$ cat src/rtl/matrix_loader_pkg.sv
// Shared types for the matrix loader: control codes, FSM states, error codes.
package matrix_loader_pkg;

    typedef enum logic [1:0] {
        CTRL_DATA  = 2'd0,
        CTRL_DIM   = 2'd1,
        CTRL_IDLE  = 2'd2,
        CTRL_ABORT = 2'd3
    } ctrl_e;

    typedef enum logic [2:0] {
        ST_IDLE   = 3'd0,
        ST_DIM    = 3'd1,
        ST_LOAD_A = 3'd2,
        ST_LOAD_B = 3'd3,
        ST_HOLD   = 3'd4,
        ST_ERR    = 3'd5
    } state_e;

    typedef enum logic [1:0] {
        ERR_NONE     = 2'd0,
        ERR_RANGE    = 2'd1,
        ERR_MISMATCH = 2'd2,
        ERR_PROTO    = 2'd3
    } err_e;

    // A dimension is usable when it is nonzero and fits the storage.
    function automatic logic dim_in_range(input int unsigned d, input int unsigned max_dim);
        return (d != 0) && (d <= max_dim);
    endfunction

endpackage

$ cat src/rtl/loader_rc_counter.sv
// Row/column walker for one matrix: produces the row-major storage index of the
// current element and a done pulse when the last element of the RxC region is taken.
module loader_rc_counter #(
    parameter int MAX_DIM = 4,
    localparam int DIMW = $clog2(MAX_DIM + 1),
    localparam int NE   = MAX_DIM * MAX_DIM,
    localparam int IW   = (NE > 1) ? $clog2(NE) : 1
) (
    input  logic            CLK,
    input  logic            RST,
    input  logic            clr,
    input  logic            en,
    input  logic [DIMW-1:0] row_lim,
    input  logic [DIMW-1:0] col_lim,
    output logic [IW-1:0]   idx,
    output logic            done
);
    localparam int CW = (MAX_DIM > 1) ? $clog2(MAX_DIM) : 1;

    logic [CW-1:0] row_q, row_d, col_q, col_d;
    logic          col_last, row_last;

    assign col_last = (DIMW'(col_q) == col_lim - 1'b1);
    assign row_last = (DIMW'(row_q) == row_lim - 1'b1);
    assign idx      = IW'(row_q) * IW'(MAX_DIM) + IW'(col_q);
    assign done     = en && !clr && col_last && row_last;

    // Advance column on each accepted element, wrapping into the next row.
    always_comb begin
        row_d = row_q;
        col_d = col_q;
        if (clr) begin
            row_d = '0;
            col_d = '0;
        end else if (en) begin
            if (col_last) begin
                col_d = '0;
                row_d = row_last ? '0 : row_q + 1'b1;
            end else begin
                col_d = col_q + 1'b1;
            end
        end
    end

    // Counter registers.
    always_ff @(posedge CLK or posedge RST) begin
        if (RST) begin
            row_q <= '0;
            col_q <= '0;
        end else begin
            row_q <= row_d;
            col_q <= col_d;
        end
    end

endmodule

$ cat src/rtl/matrix_loader_hs.sv
// Matrix loader: takes a 4-word dimension header then A and B elements row-major,
// validates the header, and holds both matrices behind a valid/ready handshake.
module matrix_loader_hs
    import matrix_loader_pkg::*;
#(
    parameter int DW      = 8,
    parameter int MAX_DIM = 4,
    localparam int DIMW   = $clog2(MAX_DIM + 1)
) (
    input  logic                        CLK,
    input  logic                        RST,
    input  logic [1:0]                  ctrl,
    input  logic [DW-1:0]               data_in,
    output logic                        in_ready,
    output logic [MAX_DIM*MAX_DIM*DW-1:0] mat_a,
    output logic [MAX_DIM*MAX_DIM*DW-1:0] mat_b,
    output logic [DIMW-1:0]             r1,
    output logic [DIMW-1:0]             c1,
    output logic [DIMW-1:0]             r2,
    output logic [DIMW-1:0]             c2,
    output logic                        out_valid,
    input  logic                        out_ready,
    output logic                        err,
    output logic [1:0]                  err_code
);
    localparam int NE = MAX_DIM * MAX_DIM;
    localparam int IW = (NE > 1) ? $clog2(NE) : 1;

    ctrl_e                   cmd;
    state_e                  state_q, state_d;
    logic [NE-1:0][DW-1:0]   mat_a_q, mat_a_d, mat_b_q, mat_b_d;
    logic [DIMW-1:0]         r1_q, r1_d, c1_q, c1_d, r2_q, r2_d, c2_q, c2_d;
    logic [1:0]              hdr_cnt_q, hdr_cnt_d;
    err_e                    err_code_q, err_code_d, hdr_code;
    logic [DIMW-1:0]         data_dim;
    logic [IW-1:0]           a_idx, b_idx;
    logic                    a_en, b_en, a_done, b_done, cnt_clr;

    assign cmd      = ctrl_e'(ctrl);
    assign data_dim = data_in[DIMW-1:0];

    // Counters idle at zero outside a load and are flushed by ABORT.
    assign cnt_clr = (state_q == ST_IDLE) || (cmd == CTRL_ABORT);
    assign a_en    = (state_q == ST_LOAD_A) && (cmd == CTRL_DATA);
    assign b_en    = (state_q == ST_LOAD_B) && (cmd == CTRL_DATA);

    loader_rc_counter #(.MAX_DIM(MAX_DIM)) u_cnt_a (
        .CLK(CLK), .RST(RST), .clr(cnt_clr), .en(a_en),
        .row_lim(r1_q), .col_lim(c1_q), .idx(a_idx), .done(a_done)
    );

    loader_rc_counter #(.MAX_DIM(MAX_DIM)) u_cnt_b (
        .CLK(CLK), .RST(RST), .clr(cnt_clr), .en(b_en),
        .row_lim(r2_q), .col_lim(c2_q), .idx(b_idx), .done(b_done)
    );

    // Header verdict evaluated as the 4th word (C2) arrives; range beats mismatch.
    always_comb begin
        hdr_code = ERR_NONE;
        if (!dim_in_range(32'(r1_q), MAX_DIM) || !dim_in_range(32'(c1_q), MAX_DIM) ||
            !dim_in_range(32'(r2_q), MAX_DIM) || !dim_in_range(32'(data_dim), MAX_DIM))
            hdr_code = ERR_RANGE;
        else if (c1_q != r2_q)
            hdr_code = ERR_MISMATCH;
    end

    // State register.
    always_ff @(posedge CLK or posedge RST) begin
        if (RST) state_q <= ST_IDLE;
        else     state_q <= state_d;
    end

    // Next-state logic.
    always_comb begin
        state_d = state_q;
        case (state_q)
            ST_IDLE:   if (cmd == CTRL_DIM) state_d = ST_DIM;
            ST_DIM: begin
                if (cmd == CTRL_ABORT)      state_d = ST_IDLE;
                else if (cmd != CTRL_DIM)   state_d = ST_ERR;
                else if (hdr_cnt_q == 2'd3) state_d = (hdr_code == ERR_NONE) ? ST_LOAD_A : ST_ERR;
            end
            ST_LOAD_A: begin
                if (cmd == CTRL_ABORT)      state_d = ST_IDLE;
                else if (cmd == CTRL_DIM)   state_d = ST_ERR;
                else if (a_done)            state_d = ST_LOAD_B;
            end
            ST_LOAD_B: begin
                if (cmd == CTRL_ABORT)      state_d = ST_IDLE;
                else if (cmd == CTRL_DIM)   state_d = ST_ERR;
                else if (b_done)            state_d = ST_HOLD;
            end
            // A handshake and an ABORT both release the held result.
            ST_HOLD:   if (out_ready || cmd == CTRL_ABORT) state_d = ST_IDLE;
            ST_ERR:    if (cmd == CTRL_ABORT) state_d = ST_IDLE;
            default:   state_d = ST_IDLE;
        endcase
    end

    // Datapath next values: header capture, element writes, error code.
    always_comb begin
        mat_a_d    = mat_a_q;
        mat_b_d    = mat_b_q;
        r1_d       = r1_q;
        c1_d       = c1_q;
        r2_d       = r2_q;
        c2_d       = c2_q;
        hdr_cnt_d  = hdr_cnt_q;
        err_code_d = err_code_q;
        case (state_q)
            ST_IDLE: begin
                if (cmd == CTRL_DIM) begin
                    r1_d      = data_dim;
                    mat_a_d   = '0;
                    mat_b_d   = '0;
                    hdr_cnt_d = 2'd1;
                end
            end
            ST_DIM: begin
                if (cmd == CTRL_DIM) begin
                    case (hdr_cnt_q)
                        2'd1:    c1_d = data_dim;
                        2'd2:    r2_d = data_dim;
                        default: c2_d = data_dim;
                    endcase
                    // Wraps back to 0 after the 4th header word.
                    hdr_cnt_d = hdr_cnt_q + 2'd1;
                    if (hdr_cnt_q == 2'd3) err_code_d = hdr_code;
                end else begin
                    hdr_cnt_d = '0;
                    if (cmd != CTRL_ABORT) err_code_d = ERR_PROTO;
                end
            end
            ST_LOAD_A: begin
                if (cmd == CTRL_DATA)     mat_a_d[a_idx] = data_in;
                else if (cmd == CTRL_DIM) err_code_d = ERR_PROTO;
            end
            ST_LOAD_B: begin
                if (cmd == CTRL_DATA)     mat_b_d[b_idx] = data_in;
                else if (cmd == CTRL_DIM) err_code_d = ERR_PROTO;
            end
            ST_ERR: if (cmd == CTRL_ABORT) err_code_d = ERR_NONE;
            default: ;
        endcase
    end

    // Datapath registers.
    always_ff @(posedge CLK or posedge RST) begin
        if (RST) begin
            mat_a_q    <= '0;
            mat_b_q    <= '0;
            r1_q       <= '0;
            c1_q       <= '0;
            r2_q       <= '0;
            c2_q       <= '0;
            hdr_cnt_q  <= '0;
            err_code_q <= ERR_NONE;
        end else begin
            mat_a_q    <= mat_a_d;
            mat_b_q    <= mat_b_d;
            r1_q       <= r1_d;
            c1_q       <= c1_d;
            r2_q       <= r2_d;
            c2_q       <= c2_d;
            hdr_cnt_q  <= hdr_cnt_d;
            err_code_q <= err_code_d;
        end
    end

    // FSM outputs decoded from the registered state.
    always_comb begin
        in_ready  = state_q inside {ST_IDLE, ST_DIM, ST_LOAD_A, ST_LOAD_B};
        out_valid = (state_q == ST_HOLD);
        err       = (err_code_q != ERR_NONE);
    end

    assign mat_a    = mat_a_q;
    assign mat_b    = mat_b_q;
    assign r1       = r1_q;
    assign c1       = c1_q;
    assign r2       = r2_q;
    assign c2       = c2_q;
    assign err_code = err_code_q;

endmodule

$ cat config.mk
export PLATFORM = sky130hd
export DESIGN_NAME = matrix_loader_hs
export DESIGN_NICKNAME = d
export VERILOG_FILES = /design/src/rtl/matrix_loader_pkg.sv /design/src/rtl/loader_rc_counter.sv /design/src/rtl/matrix_loader_hs.sv
export SDC_FILE = /design/constraint.sdc
export NUM_CORES = 1
export LEC_CHECK = 0
export CAP_MARGIN = 5
export CORE_ASPECT_RATIO = 0.5
export CORE_MARGIN = 2
export CORE_UTILIZATION = 53
export DETAILED_ROUTE_END_ITERATION = 6
export GPL_TIMING_DRIVEN = 0
export PLACE_DENSITY = 0.85
export RECOVER_POWER = 25
export SYNTH_ARGS = -nofsm -noshare
export SYNTH_HDL_FRONTEND = slang
export SYNTH_SLANG_ARGS = --single-unit
$ cat constraint.sdc
create_clock -name CLK -period 18.2 [get_ports CLK]
set_input_delay 2.73 -clock CLK [delete_from_list [all_inputs] [get_ports CLK]]
set_output_delay 2.73 -clock CLK [all_outputs]
set_load 0.01 [all_outputs]
==> out/qor.csv <==
metric;value;unit
power.density;91.8;nW/um2
violations;max-capacitance violations, max-slew violations;
dr.pass1.iters;5;
cap_viol_max_count;2;
fin_nets;1466;
root_buffer;clkbuf_16;
drt_iter0_drc;900;
insertion_delay;0.53;ns
synthArstFlopShare;100;%
grt_pass1_vias;9939;
dieWidth;213;um
fmaxAchievable;106;MHz
grt_max_degree;121;
rows;38;
grt_usage;30.9;%
antenna_left;0;
path_max_fanout;104;
grt.overflow.total;0;
final_cell_mix;nand2_1 (321), dfrtp_1 (283), clkdlybuf4s50_1 (282);
status;finished with violations;
fin_setup_tns;0;ns
max_slew.worst_pin.slew;5.37;ns
synthDistinctLibCells;59;
routed-wl-met2;17.4;mm
synth_fp_nets;1153;
start_util;53.6;%
dp_hpwl;24.2;mm
critical_path_required;17.55;ns
wl_met3;2.62;mm
top_layer;met4;
cp.arrival;8.74;ns
ir_drop;0.0707;mV
viasPerCell;5.66;
synth_top_flop_cell;dfrtp_1;
path_class;input port to async pin;
antenna_found_initial;0;
die_h;108;um
placedCellCount;1703;
syn_to_final_growth;35.0;%
totalWireLength;35.3;mm
io_buffers;284;
skew;0.0143;ns
wire_per_inst;20.3;um
drcViolationCount;0;
io_pins;286;
cp-start-kind;input port;
synth_seq_cells;283;
final_common_cell;nand2_1;
wl_met1;14.2;mm
via_count;9877;
setup_viol;0;
maxSlewViolCount;166;
synth.cell_area;11500;um2
worstSetupEndpointType;async pin;
finalPower;1.43;mW
clkSinkCount;283;
gp_congestion;0.935;
p_leak;6.85;nW
h-tree-depth;1;
synth_edf_count;0;
cts_setup_buffers;0;
clk_pin_slew;0.07;ns
drive_above_1_share;7.28;%
dieArea;23100;um2
final_cells;1744;
worstHoldPathType;register to register;
syn_inst;1117;
grt_pass1_wl;54.8;mm
cts_tree;yes;
clock_path_buffers;3;
period_share;51.6;%
rsz0062_at_grt;no;
core_area;21500;um2
hold_ws;0.479;ns
relSlewSlack;-258;%
cts_buffers;25;
cts_resized;0;
seq_area_frac_synth;61.3;%
ys_warn_count;0;
postCtsHoldBufs;0;
avgSynthCellArea;10.3;um2
period_needed;9.39;ns
hold_viol;0;
==> logic make-up (layout without fill, tap and decap cells) <==
| family | count (synthesis) | after routing | share of synthesized area, % |
|---|---|---|---|
| AND/OR/NAND/NOR | 369 | 369 | 13.3 |
| AO/OA/AOI/OAI | 326 | 326 | 16.9 |
| flip-flops | 283 | 283 | 61.3 |
| buffers and inverters | 86 | 412 | 3.39 |
| adder cells (fa/ha/maj) | 23 | 23 | 2.49 |
| XOR/XNOR | 16 | 16 | 1.21 |
| multiplexers | 14 | 14 | 1.35 |
| other | 0 | 1 | 0 |
==> final timing paths <==
path	from	to	slack (ns)	cells past startpoint
setup / recovery	RST	mat_a[98]$_DFFE_PP0P_	8.81	3
hold / removal	mat_a[90]$_DFFE_PP0P_	mat_a[90]$_DFFE_PP0P_	0.48	2
setup reg to reg	c2[0]$_DFFE_PP0P_	state_q[0]$_DFFE_PP0P_	15.84	7
hold reg to reg	mat_a[90]$_DFFE_PP0P_	mat_a[90]$_DFFE_PP0P_	0.48	2
max in group CLK	state_q[0]$_DFFE_PP0P_	out_valid	13.20	4
min in group asynchronous	RST	mat_a[4]$_DFFE_PP0P_	3.38	2
==> critical path, cell delays in order <==
cell,delay [ns]
dlygate4sd3_1,0.54
clkinvlp_2,1.50
clkbuf_1,3.85
==> cell type report <==
type	instances	area [um2]
repair buffers	286	2870
clock buffers	30	674
diodes	1	2.50
clock inverters	10	109
well taps	300	375
flip-flops and latches	283	7080
plain buffers	32	189
inverters	54	204
fillers	1485	5960
multi-input cells	748	4070
==> routing by layer <==
metal / up-vias / track usage (%)
met5: - / 0
met4: 0 / 11.4
met3: 95 / 6.36
met2: 450 / 52.4
met1: 4964 / 39.7
li1: 4368 / -
==> flip-flops by register name, indices dropped and copies added, names as in the netlist, 3 cells and up <==
signal	flops
mat_a	128
r2	3
c2	3
c1	3
r1	3
mat_b	128
state_q	3
==> cells in the mapped netlist, drive strengths merged (2+ instances only) <==
cell type,n,area (um2)
inv,54,203
nor2,9,43.8
a32o,3,30.0
a21boi,4,41.3
nand3,9,50.1
nor2b,2,15.0
nand4,2,12.5
nand2b,4,32.5
or3b,2,20.0
o32ai,2,25.0
nand3b,2,15.0
and3,4,25.0
o31ai,3,22.5
buf,15,121
xnor2,5,43.8
a31oi,2,12.5
a21o,2,15.0
mux2,13,146
ha,23,288
xor2,11,96.3
dfrtp,283,7080
nor3,7,40.0
nand2,321,1200
o21ai,291,1680
nor4,2,33.8
a21oi,11,55.1
clkbuf,17,67.6
==> report_power, final <==
group	leakage [nW]	switching [mW]	total [mW]	internal (mW)
sequential	3.92	0.0239	0.671	0.647
combinational	2.54	0.140	0.236	0.0963
clock	0.384	0.232	0.523	0.291
total	6.85	0.396	1.43	1.03
==> metrics by stage <==
| stage | area [um2] | utilization (%) | setup WS, ns |
|---|---|---|---|
| after detailed placement | 14800 | 68.8 | 13.14 |
| after CTS | 15600 | 72.5 | 13.20 |
| after global routing | 15600 | 72.3 | 7.44 |
| after global placement | 14800 | 68.5 | 5.05 |
| final | 15600 | 72.3 | 8.81 |
| after floorplan | 11500 | - | 7.66 |
Power figures use the tool's default switching activity.
==> edit (same settings) <==
Change the parameter `DW` from 8 to 7.
--- a/src/rtl/matrix_loader_hs.sv
+++ b/src/rtl/matrix_loader_hs.sv
@@ -3,7 +3,7 @@
 module matrix_loader_hs
     import matrix_loader_pkg::*;
 #(
-    parameter int DW      = 8,
+    parameter int DW      = 7,
     parameter int MAX_DIM = 4,
     localparam int DIMW   = $clog2(MAX_DIM + 1)
 ) (
Ports: changed (resized data_in, mat_a and mat_b); port bits go from 286 to 253. No check against the original RTL was run, so the function may have changed too.
==> edit against the original RTL <==
- routed wire length decreased by 12%
- global-route usage fell by 0.86 points
- cell area decreased by 11%
- the run still ends with max-capacitance violations, max-slew violations left
- critical endpoint is now mat_a[22]$_DFFE_PP0P_
- largest cell class unchanged
- cell count fell by 10%
- worst setup slack improved by 2.7 ns
- sequential cell count decreased by 32
- power down 6.9%
- synthesized area shrank 12%
==> edit: results (changes against the original RTL) <==
- The number of nets produced by synthesis was 1045 (-9.4%).
- The fraction of the mapped netlist area in adder cells is 2.82% (+0.33 points).
- The worst register-to-register path begins at state_q[2]$_DFFE_PP0P_.
- The count of buffers not belonging to the clock network in the layout is 279 (-12%).
- The tightest hold margin is 0.480 ns (+0.000769 ns).
- The overall track demand over capacity in global routing is 30.0% (-0.86 points).
- The multi-input logic area is 3580 µm² (-12%).
- The synthesized-area fraction occupied by xor and xnor cells is 1.46% (+0.25 points).
- The via density per instance is 5.63 (-0.58%).
- The pin count of the biggest net entering global routing was 129 (+6.6%).
- The final max-slew violation count is 125 (-25%).
- The checks that failed: max-capacitance violations, max-slew violations.
- The number of violations of the max-capacitance limit is 1 (-1).
- The net count of the finished layout is 1322 (-9.8%).
- The post-route fraction of the period consumed by the critical path is 37.0% (-15 points).
- The worst hold path endpoint is mat_a[60]$_DFFE_PP0P_.
- The number of buffers added by the clock tree synthesis step is 22 (-12%).
- The via count of the first global-routing pass is 8808 (-11%).
- The worst supply voltage drop on vdd came to 0.0770 mV (+8.8%).
- The total wirelength of the detailed-routed design came to 31.1 mm (-12%).
- The run finished, with violations left.
- The termination of the worst setup path is mat_a[22]$_DFFE_PP0P_.
- The share of cell area taken by muxes after synthesis is 1.55% (+0.19 points).
- The count of cells along the worst register-to-register path is 6 (-1).
- The startpoint of the worst hold path is mat_a[60]$_DFFE_PP0P_.
- The clock tree cell share of total cell area is 5.83% (+0.80 points).
- The commonest cells after synthesis are sky130_fd_sc_hd__nand2_1, sky130_fd_sc_hd__dfrtp_1, sky130_fd_sc_hd__o21ai_0, sky130_fd_sc_hd__inv_1, sky130_fd_sc_hd__o21ai_1.
- The detailed placement HPWL is 21.3 mm (-12%).
- The number of multi-input logic gates was 679 (-9.2%).
- After synthesis, the cell types taking the most area are sky130_fd_sc_hd__dfrtp_1, sky130_fd_sc_hd__nand2_1, sky130_fd_sc_hd__o21ai_0.
- The met2 usage in global routing is 51.1% (-1.3 points).
- The tap cell instance count is 259 (-14%).
- The met1 track demand over resource in global routing came to 39.3% (-0.39 points).
- The worst slack after detailed placement is 13.17 ns (+0.0328 ns).
- The met3 wirelength from detailed routing is 1.96 mm (-25%).
edit: cell types whose count changed in the layout (fill, tap and decap cells not counted), sizes merged, moves of 32 or more:
cell,change
clkdlybuf4s50,-32
nand2,-35
o21ai,-33
dfrtp,-32
edit: where the power goes:
part           internal (mW)  switching (mW)  total (mW)  leakage (nW)
clock network          0.309           0.213       0.522         0.399
registers              0.575          0.0228       0.598          3.48
logic                 0.0861           0.126       0.212          2.26
total                  0.970           0.362        1.33          6.14
edit: per-stage QoR:
| step | utilization, % | cell area [µm²] | instances |
|---|---|---|---|
| 2_1_floorplan | - | 10200 | 1010 |
| 3_3_place_gp | 70.1 | 13000 | 1521 |
| 3_5_place_dp | 70.3 | 13100 | 1522 |
| 4_1_cts | 74.6 | 13900 | 1562 |
| 5_1_grt | 74.6 | 13900 | 1562 |
| 6_report | 74.6 | 13900 | 1562 |
